<file path="src/rtl/parc_core_hazard_ctrl.sv">
// Hazard and stall control for the 5-stage PARC core: bypass selects, load/muldiv
// interlocks, the muldiv request/response handshake FSM and the register-file write port.
module parc_core_hazard_ctrl (
  input  logic       clk,
  input  logic       reset,
  input  logic       inst_val_Dhl,
  input  logic       rs_en_Dhl,
  input  logic       rt_en_Dhl,
  input  logic [4:0] rs_addr_Dhl,
  input  logic [4:0] rt_addr_Dhl,
  input  logic       rf_wen_Dhl,
  input  logic [4:0] rf_waddr_Dhl,
  input  logic       is_load_Dhl,
  input  logic       is_muldiv_Dhl,
  input  logic       squash_Dhl,
  input  logic       dmemresp_val_Mhl,
  output logic       muldivreq_val,
  input  logic       muldivreq_rdy,
  input  logic       muldivresp_val,
  output logic       muldivresp_rdy,
  output logic       stall_Fhl,
  output logic       stall_Dhl,
  output logic       stall_Xhl,
  output logic       stall_Mhl,
  output logic       stall_Whl,
  output logic       rs_X_byp_Dhl,
  output logic       rt_X_byp_Dhl,
  output logic       rs_M_byp_Dhl,
  output logic       rt_M_byp_Dhl,
  output logic       rs_W_byp_Dhl,
  output logic       rt_W_byp_Dhl,
  output logic       rf_wen_Whl,
  output logic [4:0] rf_waddr_Whl
);

  // Later stages only carry the fields something downstream still consumes.
  typedef struct packed {
    logic       val;
    logic       wen;
    logic [4:0] waddr;
    logic       is_load;
    logic       is_muldiv;
  } x_stage_t;

  typedef struct packed {
    logic       val;
    logic       wen;
    logic [4:0] waddr;
    logic       is_load;
  } m_stage_t;

  typedef struct packed {
    logic       val;
    logic       wen;
    logic [4:0] waddr;
  } w_stage_t;

  typedef enum logic {MD_IDLE = 1'b0, MD_WAIT = 1'b1} md_state_e;

  x_stage_t  x_q, x_d;
  m_stage_t  m_q, m_d;
  w_stage_t  w_q, w_d;
  md_state_e md_state_q, md_state_d;

  logic       md_req_val, md_resp_rdy;
  logic       md_wait_resp, md_resp_fire;
  logic       dmem_wait, muldiv_busy;
  logic       stall_m, stall_x, stall_d;
  logic       squash_eff, x_result_ok;
  logic       load_use, muldiv_use;
  logic [1:0] src_en;
  logic [4:0] src_addr [2];
  logic [1:0] match_x, match_m, match_w;
  logic [1:0] byp_x, byp_m, byp_w;

  assign src_en      = {rt_en_Dhl, rs_en_Dhl};
  assign src_addr[0] = rs_addr_Dhl;
  assign src_addr[1] = rt_addr_Dhl;

  // Index 0 is rs, index 1 is rt; X beats M beats W.
  genvar gi;
  generate
    for (gi = 0; gi < 2; gi++) begin : g_src
      logic src_live;
      assign src_live    = src_en[gi] & inst_val_Dhl & (src_addr[gi] != 5'd0);
      assign match_x[gi] = src_live & x_q.val & x_q.wen & (x_q.waddr == src_addr[gi]);
      assign match_m[gi] = src_live & m_q.val & m_q.wen & (m_q.waddr == src_addr[gi]);
      assign match_w[gi] = src_live & w_q.val & w_q.wen & (w_q.waddr == src_addr[gi]);
      assign byp_x[gi]   = match_x[gi] & x_result_ok;
      assign byp_m[gi]   = match_m[gi] & ~match_x[gi];
      assign byp_w[gi]   = match_w[gi] & ~match_x[gi] & ~match_m[gi];
    end
  endgenerate

  // Muldiv FSM: state register
  always_ff @(posedge clk) begin
    if (!reset) md_state_q <= MD_IDLE;
    else        md_state_q <= md_state_d;
  end

  // Muldiv FSM: next state
  always_comb begin
    md_state_d = md_state_q;
    case (md_state_q)
      MD_IDLE: if (md_req_val & muldivreq_rdy)    md_state_d = MD_WAIT;
      MD_WAIT: if (muldivresp_val & md_resp_rdy)  md_state_d = MD_IDLE;
      default:                                     md_state_d = MD_IDLE;
    endcase
  end

  // Muldiv FSM: outputs
  always_comb begin
    md_req_val  = 1'b0;
    md_resp_rdy = 1'b0;
    case (md_state_q)
      MD_IDLE: md_req_val  = x_q.val & x_q.is_muldiv;
      MD_WAIT: md_resp_rdy = ~stall_m;
      default: ;
    endcase
  end

  assign md_wait_resp = (md_state_q == MD_WAIT) & muldivresp_val;
  assign md_resp_fire = md_wait_resp & md_resp_rdy;

  assign dmem_wait   = m_q.val & m_q.is_load & ~dmemresp_val_Mhl;
  assign muldiv_busy = x_q.val & x_q.is_muldiv & ~md_resp_fire;
  assign x_result_ok = ~x_q.is_load & (~x_q.is_muldiv | md_wait_resp);
  assign load_use    = (|match_x) & x_q.is_load;
  assign muldiv_use  = (|match_x) & x_q.is_muldiv & ~md_wait_resp;

  // A taken branch only counts once X can move; it then overrides any D interlock.
  assign stall_m    = dmem_wait;
  assign stall_x    = stall_m | muldiv_busy;
  assign squash_eff = squash_Dhl & ~stall_x;
  assign stall_d    = stall_x | ((load_use | muldiv_use) & ~squash_eff);

  always_comb begin
    x_d = x_q;
    m_d = m_q;
    if (!stall_x) begin
      x_d.val       = inst_val_Dhl & ~stall_d & ~squash_eff;
      x_d.wen       = rf_wen_Dhl;
      x_d.waddr     = rf_waddr_Dhl;
      x_d.is_load   = is_load_Dhl;
      x_d.is_muldiv = is_muldiv_Dhl;
    end
    if (!stall_m) begin
      m_d.val     = x_q.val & ~stall_x;
      m_d.wen     = x_q.wen;
      m_d.waddr   = x_q.waddr;
      m_d.is_load = x_q.is_load;
    end
    w_d.val   = m_q.val & ~stall_m;
    w_d.wen   = m_q.wen;
    w_d.waddr = m_q.waddr;
  end

  always_ff @(posedge clk) begin
    if (!reset) begin
      x_q <= '0;
      m_q <= '0;
      w_q <= '0;
    end else begin
      x_q <= x_d;
      m_q <= m_d;
      w_q <= w_d;
    end
  end

  // Control outputs are forced low for as long as reset is held.
  assign muldivreq_val  = reset & md_req_val;
  assign muldivresp_rdy = reset & md_resp_rdy;
  assign stall_Whl      = 1'b0;
  assign stall_Mhl      = reset & stall_m;
  assign stall_Xhl      = reset & stall_x;
  assign stall_Dhl      = reset & stall_d;
  assign stall_Fhl      = reset & stall_d;
  assign rs_X_byp_Dhl   = reset & byp_x[0];
  assign rt_X_byp_Dhl   = reset & byp_x[1];
  assign rs_M_byp_Dhl   = reset & byp_m[0];
  assign rt_M_byp_Dhl   = reset & byp_m[1];
  assign rs_W_byp_Dhl   = reset & byp_w[0];
  assign rt_W_byp_Dhl   = reset & byp_w[1];
  assign rf_wen_Whl     = reset & w_q.val & w_q.wen & (w_q.waddr != 5'd0);
  assign rf_waddr_Whl   = w_q.waddr;

endmodule

</file>
<file path="config.mk">
export PLATFORM = sky130hd
export DESIGN_NAME = parc_core_hazard_ctrl
export DESIGN_NICKNAME = d
export VERILOG_FILES = /design/src/rtl/parc_core_hazard_ctrl.sv
export SDC_FILE = /design/constraint.sdc
export NUM_CORES = 1
export LEC_CHECK = 0
export ABC_AREA = 1
export CELL_PAD_IN_SITES_DETAIL_PLACEMENT = 1
export CELL_PAD_IN_SITES_GLOBAL_PLACEMENT = 1
export CORE_UTILIZATION = 33
export DETAILED_ROUTE_END_ITERATION = 10
export PLACE_DENSITY = 0.86
export SETUP_SLACK_MARGIN = 0.02
export SYNTH_ARGS = -nofsm -noshare
export SYNTH_HDL_FRONTEND = slang
export SYNTH_SLANG_ARGS = --single-unit
</file>
<file path="constraint.sdc">
create_clock -name clk -period 1.8 [get_ports clk]
set_clock_uncertainty 0.1 [all_clocks]
set_input_delay 0.27 -clock clk [delete_from_list [all_inputs] [get_ports clk]]
set_output_delay 0.27 -clock clk [all_outputs]
set_load 0.1 [all_outputs]
</file>
==> flow_metrics.env, run 1 <==
export IMPL_num_clock_sinks=25
export IMPL_dpl_hpwl_mm=4.722
export IMPL_p_switching_mw=0.5304
export IMPL_final_util=0.6315
export IMPL_yosys_area_share_xor_xnor=0.1037
export IMPL_area_growth_synth_to_final_pct=84.57
export IMPL_grtUsageTotal=0.3195
export IMPL_postSynthAreaPerCell_um2=6.860
export IMPL_drt_vias_per_instance=5.936
export IMPL_maxcap_viol_count=0
export IMPL_totalPowerFinal_mw=1.446
export IMPL_design_core_area_mm2=0.004692
export IMPL_antenna_found_initial=0
export IMPL_clockRootBuffer="sky130_fd_sc_hd__clkbuf_8"
export IMPL_nets=347
export IMPL_post_route_cells_drive_above_1_share=0.5329
export IMPL_hold_path_end="rf_waddr_Whl[0]"
export IMPL_cts_htree_levels=1
export IMPL_finalHoldViolCount=0
export IMPL_cts_reportedPaths_clkPinSlew_ns=0.11
export IMPL_worst_r2r_startpoint="x_q[4]"
export IMPL_switching_share=0.3668
export IMPL_clockBufferDepth=2
export IMPL_ant_diodes=0
export IMPL_worstHoldPathType="reg2reg"
export IMPL_worst_setup_path_start_kind="input pin"
export IMPL_grt_first_pass_wirelength_mm=12.01
export IMPL_ys_top_cells_by_area="sky130_fd_sc_hd__dfxtp_1 31%, sky130_fd_sc_hd__nand2_1 11%, sky130_fd_sc_hd__xnor2_1 6.5%"
export IMPL_syn_cell_area_mm2=0.001605
export IMPL_postSynthNetCount=261
export IMPL_synth_area_in_compound_gates=0.1450
export IMPL_worst_path_fanout_max=5
export IMPL_timing_final_crit_period_ns=2.304
export IMPL_ioPinCount=46
export IMPL_timing_worst_setup_path_type="in2out"
export IMPL_drc=0
export IMPL_failed_checks="setup timing"
export IMPL_netlist_area_leader_share=0.3118
export IMPL_holdCritStartpoint="m_q[1]"
export IMPL_detail_routed_net_length_per_standard_cell_um=25.45
export IMPL_largest_family_of_logic_cells_by_synthesized_area="simple AND/OR/NAND/NOR gates"
export IMPL_pwr_share_seq=0.421
export IMPL_postPlaceCellArea_mm2=0.002500
export IMPL_initial_standard_cell_utilization_of_the_core=0.3421
export IMPL_r2r_end="x_q[8]"
export IMPL_outcome="finished, violations left"
export IMPL_fp_dieArea_mm2=0.005147
export IMPL_ff_to_ff_setup_slack_ns=0.07
export IMPL_critPathCaptureType="output pin"
export IMPL_pwr_density_cell_mw_per_mm2=488.1
export IMPL_synth_top_area_cell="sky130_fd_sc_hd__dfxtp_1"
export IMPL_drt_total_wl_mm=9.491
export IMPL_area_share_of_fa_ha_maj_cells_after_synthesis=0
export IMPL_iter_0_drt_violations=192
export IMPL_cts_made_buffers=3
export IMPL_die_width_um=71.75
export IMPL_max_freq_mhz=434.0
export IMPL_worst_skew_pair_late_latency_ns=0.30
export IMPL_static_leakage_power_nw=1.319
export IMPL_comb_power_share=0.311
export IMPL_cpMaxStageDelayCell="sky130_fd_sc_hd__dlygate4sd2_1"
export IMPL_synth_simple_area_share=0.3102
export IMPL_critical_path_arrival_ns=1.93
export IMPL_grt_setup_unrepaired="yes"
export IMPL_share_of_power_burned_in_the_clock_network=0.268
export IMPL_die_y_um=71.75
export IMPL_rows=25
export IMPL_multiplexer_fraction_of_the_synthesized_cell_area=0
export IMPL_worst_slack_ns=-0.5043
export IMPL_setup_tns_ns=-3.815
export IMPL_drtAntennaViolNets=0
export IMPL_cts_tree="done"
export IMPL_seq_area_frac_synth=0.3118
export IMPL_min_path_cells=2
export IMPL_drt_pass1_iter_count=5
export IMPL_ys_seq_elements=25
export IMPL_finalCritPeriodShare=1.280
export IMPL_grt_max_degree=26
export IMPL_report_final_slew_viol_count=0
export IMPL_synth_warning_count=0
export IMPL_worst_hold_slack_ns=0.4301
export IMPL_synth_lib_cells_used_distinct=32
export IMPL_irDropWorstVdd_mv=0.2750
export IMPL_grt_overflow_total=0
export IMPL_cp_required_ns=1.43
export IMPL_critical_path_max_stage_delay_ns=0.40
export IMPL_syn_inst=234
export IMPL_design_area_mm2=0.002963
export IMPL_worst_r2r_cell_count=10
export IMPL_number_of_global_route_vias_before_repair=2214
export IMPL_gpl_final_weighted_congestion=0.8604
export IMPL_setup_viol=11
export IMPL_cp_cell_sequence="dlygate4sd2_1, inv_1, nand2_4, nand2_2, nor3_2, nand2_1, nand2_2, nand2_4, a21oi_4, buf_12"
export IMPL_num_vias=2214
export IMPL_port_buffers=44
export IMPL_internal_power_mw=0.9156
==> registers in the layout, summed over array words and instances, names as in the netlist <==
signal and count:
x_q 9, m_q 8, rf_waddr_Whl 5, w_q 2
md_state_q 1
==> critical path, delay by kind of cell <==
kind                   cells  cell delay (ns)
AO/OA/AOI/OAI              1             0.24
buffers and inverters      3             0.76
AND/OR/NAND/NOR            6             0.66
==> kinds of logic after synthesis <==
kind of cell           Yosys count
AO/OA/AOI/OAI                   42
other                            1
XOR/XNOR                        19
flip-flops                      25
buffers and inverters           44
AND/OR/NAND/NOR                103
==> worst max-delay path by stage <==
stage / startpoint / end / slack (ns) / cells past startpoint
final: rt_addr_Dhl[2] / stall_Dhl / -0.50 / 10
after global routing: x_q[4] / stall_Dhl / -0.55 / 9
after CTS: x_q[3] / stall_Fhl / -0.31 / 11
after detailed placement: rt_addr_Dhl[3] / stall_Fhl / -0.58 / 10
after global placement: rs_addr_Dhl[2] / stall_Dhl / -0.49 / 10
after floorplan: x_q[8] / stall_Fhl / -0.33 / 9
==> synthesized netlist by cell type <==
master                     count
sky130_fd_sc_hd__nand2_1      47
sky130_fd_sc_hd__dfxtp_1      25
sky130_fd_sc_hd__inv_1        23
sky130_fd_sc_hd__nor2_1       20
sky130_fd_sc_hd__a21oi_1      17
sky130_fd_sc_hd__o21ai_0      15
sky130_fd_sc_hd__xnor2_1      12
sky130_fd_sc_hd__inv_2         8
sky130_fd_sc_hd__nand3_1       8
sky130_fd_sc_hd__buf_4         7
sky130_fd_sc_hd__xor2_1        7
sky130_fd_sc_hd__nor3_1        5
sky130_fd_sc_hd__a21oi_2       4
sky130_fd_sc_hd__buf_2         4
sky130_fd_sc_hd__nand2_2       4
sky130_fd_sc_hd__nand4_1       4
sky130_fd_sc_hd__o21ai_1       4
sky130_fd_sc_hd__nor2_2        3
sky130_fd_sc_hd__nand3b_1      2
sky130_fd_sc_hd__nor3_2        2
sky130_fd_sc_hd__o21ai_2       2
sky130_fd_sc_hd__and3_1        1
sky130_fd_sc_hd__and3_2        1
sky130_fd_sc_hd__buf_6         1
sky130_fd_sc_hd__clkbuf_1      1
sky130_fd_sc_hd__conb_1        1
sky130_fd_sc_hd__nand2_4       1
sky130_fd_sc_hd__nand3_2       1
sky130_fd_sc_hd__nor3_4        1
sky130_fd_sc_hd__nor4_2        1
sky130_fd_sc_hd__or2_0         1
sky130_fd_sc_hd__or4_1         1
==> cell type report <==
class | instances | area [um^2]
clock inverters | 1 | 5.005
fillers | 520 | 1729
repair buffers | 94 | 1013
flip-flops and latches | 25 | 544.3
inverters | 31 | 127.6
well taps | 54 | 67.56
multi-input cells | 165 | 1164
clock buffers | 3 | 41.29
==> timing repair <==
item / 4_1_cts / 5_1_grt
pin swaps: 26 / 17
hold buffers: 0 / 0
endpoints found under the setup margin: 13 / 13
gates resized for setup: 67 / 35
setup buffers: 15 / 9
endpoints found under the hold margin: 0 / 0
==> metal layers <==
| layer | routed length (um) | GRT usage | up-vias |
|---|---|---|---|
| li1 | - | - | 911 |
| met1 | 3634 | 0.3614 | 1066 |
| met2 | 4467 | 0.5367 | 184 |
| met3 | 804 | 0.05907 | 53 |
| met4 | 585 | 0.2353 | 0 |
| met5 | 0 | 0 | - |
==> power by group through the flow <==
stage | Combinational (mW) | Clock [mW] | Sequential (mW)
after floorplan | 0.189 | 0 | 0.612
after global placement | 0.324 | 0 | 0.619
after detailed placement | 0.340 | 0 | 0.622
after CTS | 0.377 | 0.360 | 0.602
after global routing | 0.465 | 0.406 | 0.611
final | 0.450 | 0.387 | 0.609
==> metrics by stage <==
| stage | cells | setup WS (ns) |
|---|---|---|
| after floorplan | 234 | -0.3290 |
| after global placement | 346 | -0.4941 |
| after detailed placement | 346 | -0.5844 |
| after CTS | 365 | -0.3061 |
| after global routing | 373 | -0.5465 |
| final | 373 | -0.5043 |
==> cells in the final DEF (no fill, tap or decap), drive strengths merged <==
cell,n
or2,1
clkinvlp,1
clkdlybuf4s15,5
clkdlybuf4s50,13
xor2,7
clkinv,1
nand4,4
nor2,23
nor4,1
buf,68
dfxtp,25
a21oi,21
nor3,8
dlygate4sd2,6
nand3,9
xnor2,12
nand2,52
or4,1
and3,2
conb,1
nand3b,2
o21ai,21
inv,30
clkbuf,5
Power figures use the tool's default switching activity.
==> run 2: changes to the inputs <==
Settings changed: PLACE_DENSITY 0.86 to unset, PLACE_DENSITY_LB_ADDON set to 0.1.
==> flow_metrics.env, run 2 (same netlist as run 1, synthesis figures left out) <==
export IMPL_antenna_found_initial=0
export IMPL_worst_slack_ns=-0.3637
export IMPL_finalHoldViolCount=0
export IMPL_register_bank_with_the_most_flops="x_q"
export IMPL_design_core_area_mm2=0.004692
export IMPL_fillerInstances=555
export IMPL_cp_common_cell="sky130_fd_sc_hd__nand2_2"
export IMPL_critPathLaunch="x_q[6]"
export IMPL_cts_reportedPaths_clkPinSlew_ns=0.10
export IMPL_ant_diodes=0
export IMPL_design_area_mm2=0.002801
export IMPL_number_of_global_route_vias_before_repair=1834
export IMPL_gpl_final_weighted_congestion=0.8494
export IMPL_initial_standard_cell_utilization_of_the_core=0.3421
export IMPL_irDropWorstVdd_mv=0.3163
export IMPL_outcome="finished, violations left"
export IMPL_post_route_cells_drive_above_1_share=0.4902
export IMPL_num_vias=1851
export IMPL_r2r_end="x_q[8]"
export IMPL_clockRootBuffer="sky130_fd_sc_hd__clkbuf_8"
export IMPL_worstHoldPathType="reg2reg"
export IMPL_drc=0
export IMPL_area_sequential_um2=539.3
export IMPL_worst_setup_path_start_kind="register"
export IMPL_critPathCaptureType="output pin"
export IMPL_pwr_density_cell_mw_per_mm2=485.2
export IMPL_port_buffers=44
export IMPL_setup_viol=10
export IMPL_worst_path_fanout_max=3
export IMPL_max_freq_mhz=462.2
export IMPL_drtAntennaViolNets=0
export IMPL_largest_reg_flops=9
export IMPL_dpl_hpwl_mm=4.244
export IMPL_cts_made_buffers=3
export IMPL_worst_hold_slack_ns=0.3642
export IMPL_num_clock_sinks=25
export IMPL_cpMaxStageDelayCell="sky130_fd_sc_hd__dfxtp_4"
export IMPL_rows=25
export IMPL_static_leakage_power_nw=1.215
export IMPL_multi_input_area_mm2=0.001106
export IMPL_report_final_slew_viol_count=0
export IMPL_worst_r2r_startpoint="x_q[6]"
export IMPL_postPlaceCellArea_mm2=0.002507
export IMPL_failed_checks="setup timing"
export IMPL_critical_path_arrival_ns=1.79
export IMPL_die_y_um=71.75
export IMPL_final_cell_mix="36 x sky130_fd_sc_hd__nand2_1, 30 x sky130_fd_sc_hd__buf_4, 19 x sky130_fd_sc_hd__buf_12"
export IMPL_cp_required_ns=1.43
export IMPL_fp_dieArea_mm2=0.005147
export IMPL_grt_setup_unrepaired="yes"
export IMPL_cp_cell_sequence="xor2_1, nor3_2, nand2_2, nand2_2, nand2_4, a21oi_4, buf_12"
export IMPL_drt_total_wl_mm=6.284
export IMPL_die_width_um=71.75
export IMPL_cts_htree_levels=1
export IMPL_grt_overflow_total=0
export IMPL_nets=334
export IMPL_worst_r2r_cell_count=8
export IMPL_worst_setup_path_endpoint="stall_Dhl"
export IMPL_holdBufCountCts=0
export IMPL_iter_0_drt_violations=54
export IMPL_grt_max_degree=26
export IMPL_final_common_cell="sky130_fd_sc_hd__nand2_1"
export IMPL_grtUsageTotal=0.2323
export IMPL_drt_pass1_iter_count=4
export IMPL_clockBufferDepth=2
export IMPL_grt_first_pass_wirelength_mm=8.997
export IMPL_timing_critical_path_depth=7
export IMPL_critical_path_top_delay_family="simple AND/OR/NAND/NOR gates"
export IMPL_ff_to_ff_setup_slack_ns=0.22
export IMPL_maxcap_viol_count=0
export IMPL_drt_vias_per_instance=5.142
export IMPL_detail_routed_net_length_per_standard_cell_um=17.46
export IMPL_area_growth_synth_to_final_pct=74.51
export IMPL_worst_skew_pair_late_latency_ns=0.29
export IMPL_timing_critical_path_buf_inv=1
export IMPL_finalCritPeriodShare=1.202
export IMPL_cts_tree="done"
export IMPL_ioPinCount=46
export IMPL_critical_path_max_stage_delay_ns=0.37
export IMPL_timing_final_crit_period_ns=2.164
export IMPL_timing_worst_setup_path_type="reg2out"
## run 2: changes by cell type in the layout (fill, tap and decap cells not counted), sizes merged
cell,delta
dlygate4sd2,-1
clkinv,-1
clkbuf,+2
clkdlybuf4s15,-1
buf,-12
## run 2: power breakdown
part           internal (mW)  total [mW]  switching [mW]
Clock                  0.160       0.366           0.207
Sequential             0.574       0.605          0.0314
Combinational          0.167       0.387           0.220
## run 2: stage by stage
stage / std cells / power [mW] / utilization / worst slack [ns] / TNS [ns]
floorplan: 234 / 0.8013 / - / -0.3290 / -0.6261
CTS: 358 / 1.326 / 0.5720 / -0.2664 / -1.882
detailed placement: 347 / 0.9613 / 0.5344 / -0.5361 / -4.580
global placement: 347 / 0.9515 / 0.5344 / -0.5032 / -4.299
global route: 360 / 1.410 / 0.5971 / -0.4431 / -3.105
finish: 360 / 1.359 / 0.5971 / -0.3637 / -2.469
## run 2: area by class of cell
class	instances	area share
clock buffer	4	0.01608
multi-input combinational	165	0.3948
inverter	31	0.04645
tap	54	0.02412
timing repair buffer	81	0.3260
sequential	25	0.1925
## run 2: worst min-delay path: stages, from the launching register on
cell	delay, ns
sky130_fd_sc_hd__dfxtp_1	0.32
sky130_fd_sc_hd__nand2_1	0.07
sky130_fd_sc_hd__inv_1	0.04
## run 2: repair_timing
| action | CTS | global route |
|---|---|---|
| cloned | 0 | 0 |
| pin swaps | 21 | 16 |
| setup endpoints to repair | 13 | 12 |
| gates resized for setup | 55 | 41 |
| setup buffers | 7 | 2 |
## run 2: how the worst min path moves through the flow
stage                       endpoint  depth (start not counted)  slack (ns)           from
after floorplan           md_state_q                          2        0.28  muldivreq_rdy
final                         w_q[5]                          2        0.36         m_q[6]
after global routing          w_q[5]                          2        0.40         m_q[6]
after detailed placement      w_q[5]                          2        0.36         m_q[6]
after global placement        w_q[5]                          2        0.35         m_q[6]
after CTS                     w_q[5]                          2        0.37         m_q[6]
## run 2: per-layer routing
metal  part of all wire  wire length, um  track usage  vias up
li1                   -                -            -      881
met1               0.44             2741       0.2937      910
met2               0.51             3199       0.4099       50
met3              0.032              200      0.02391       10
met4              0.023              143      0.08061        0
met5                  0                0            0        -
==> run 3: changes to the inputs <==
Settings changed: CAP_MARGIN set to 20, CORE_MARGIN set to 1.
==> results of run 3 <==
No change in the layout: final DEF, timing and power equal those of run 2.
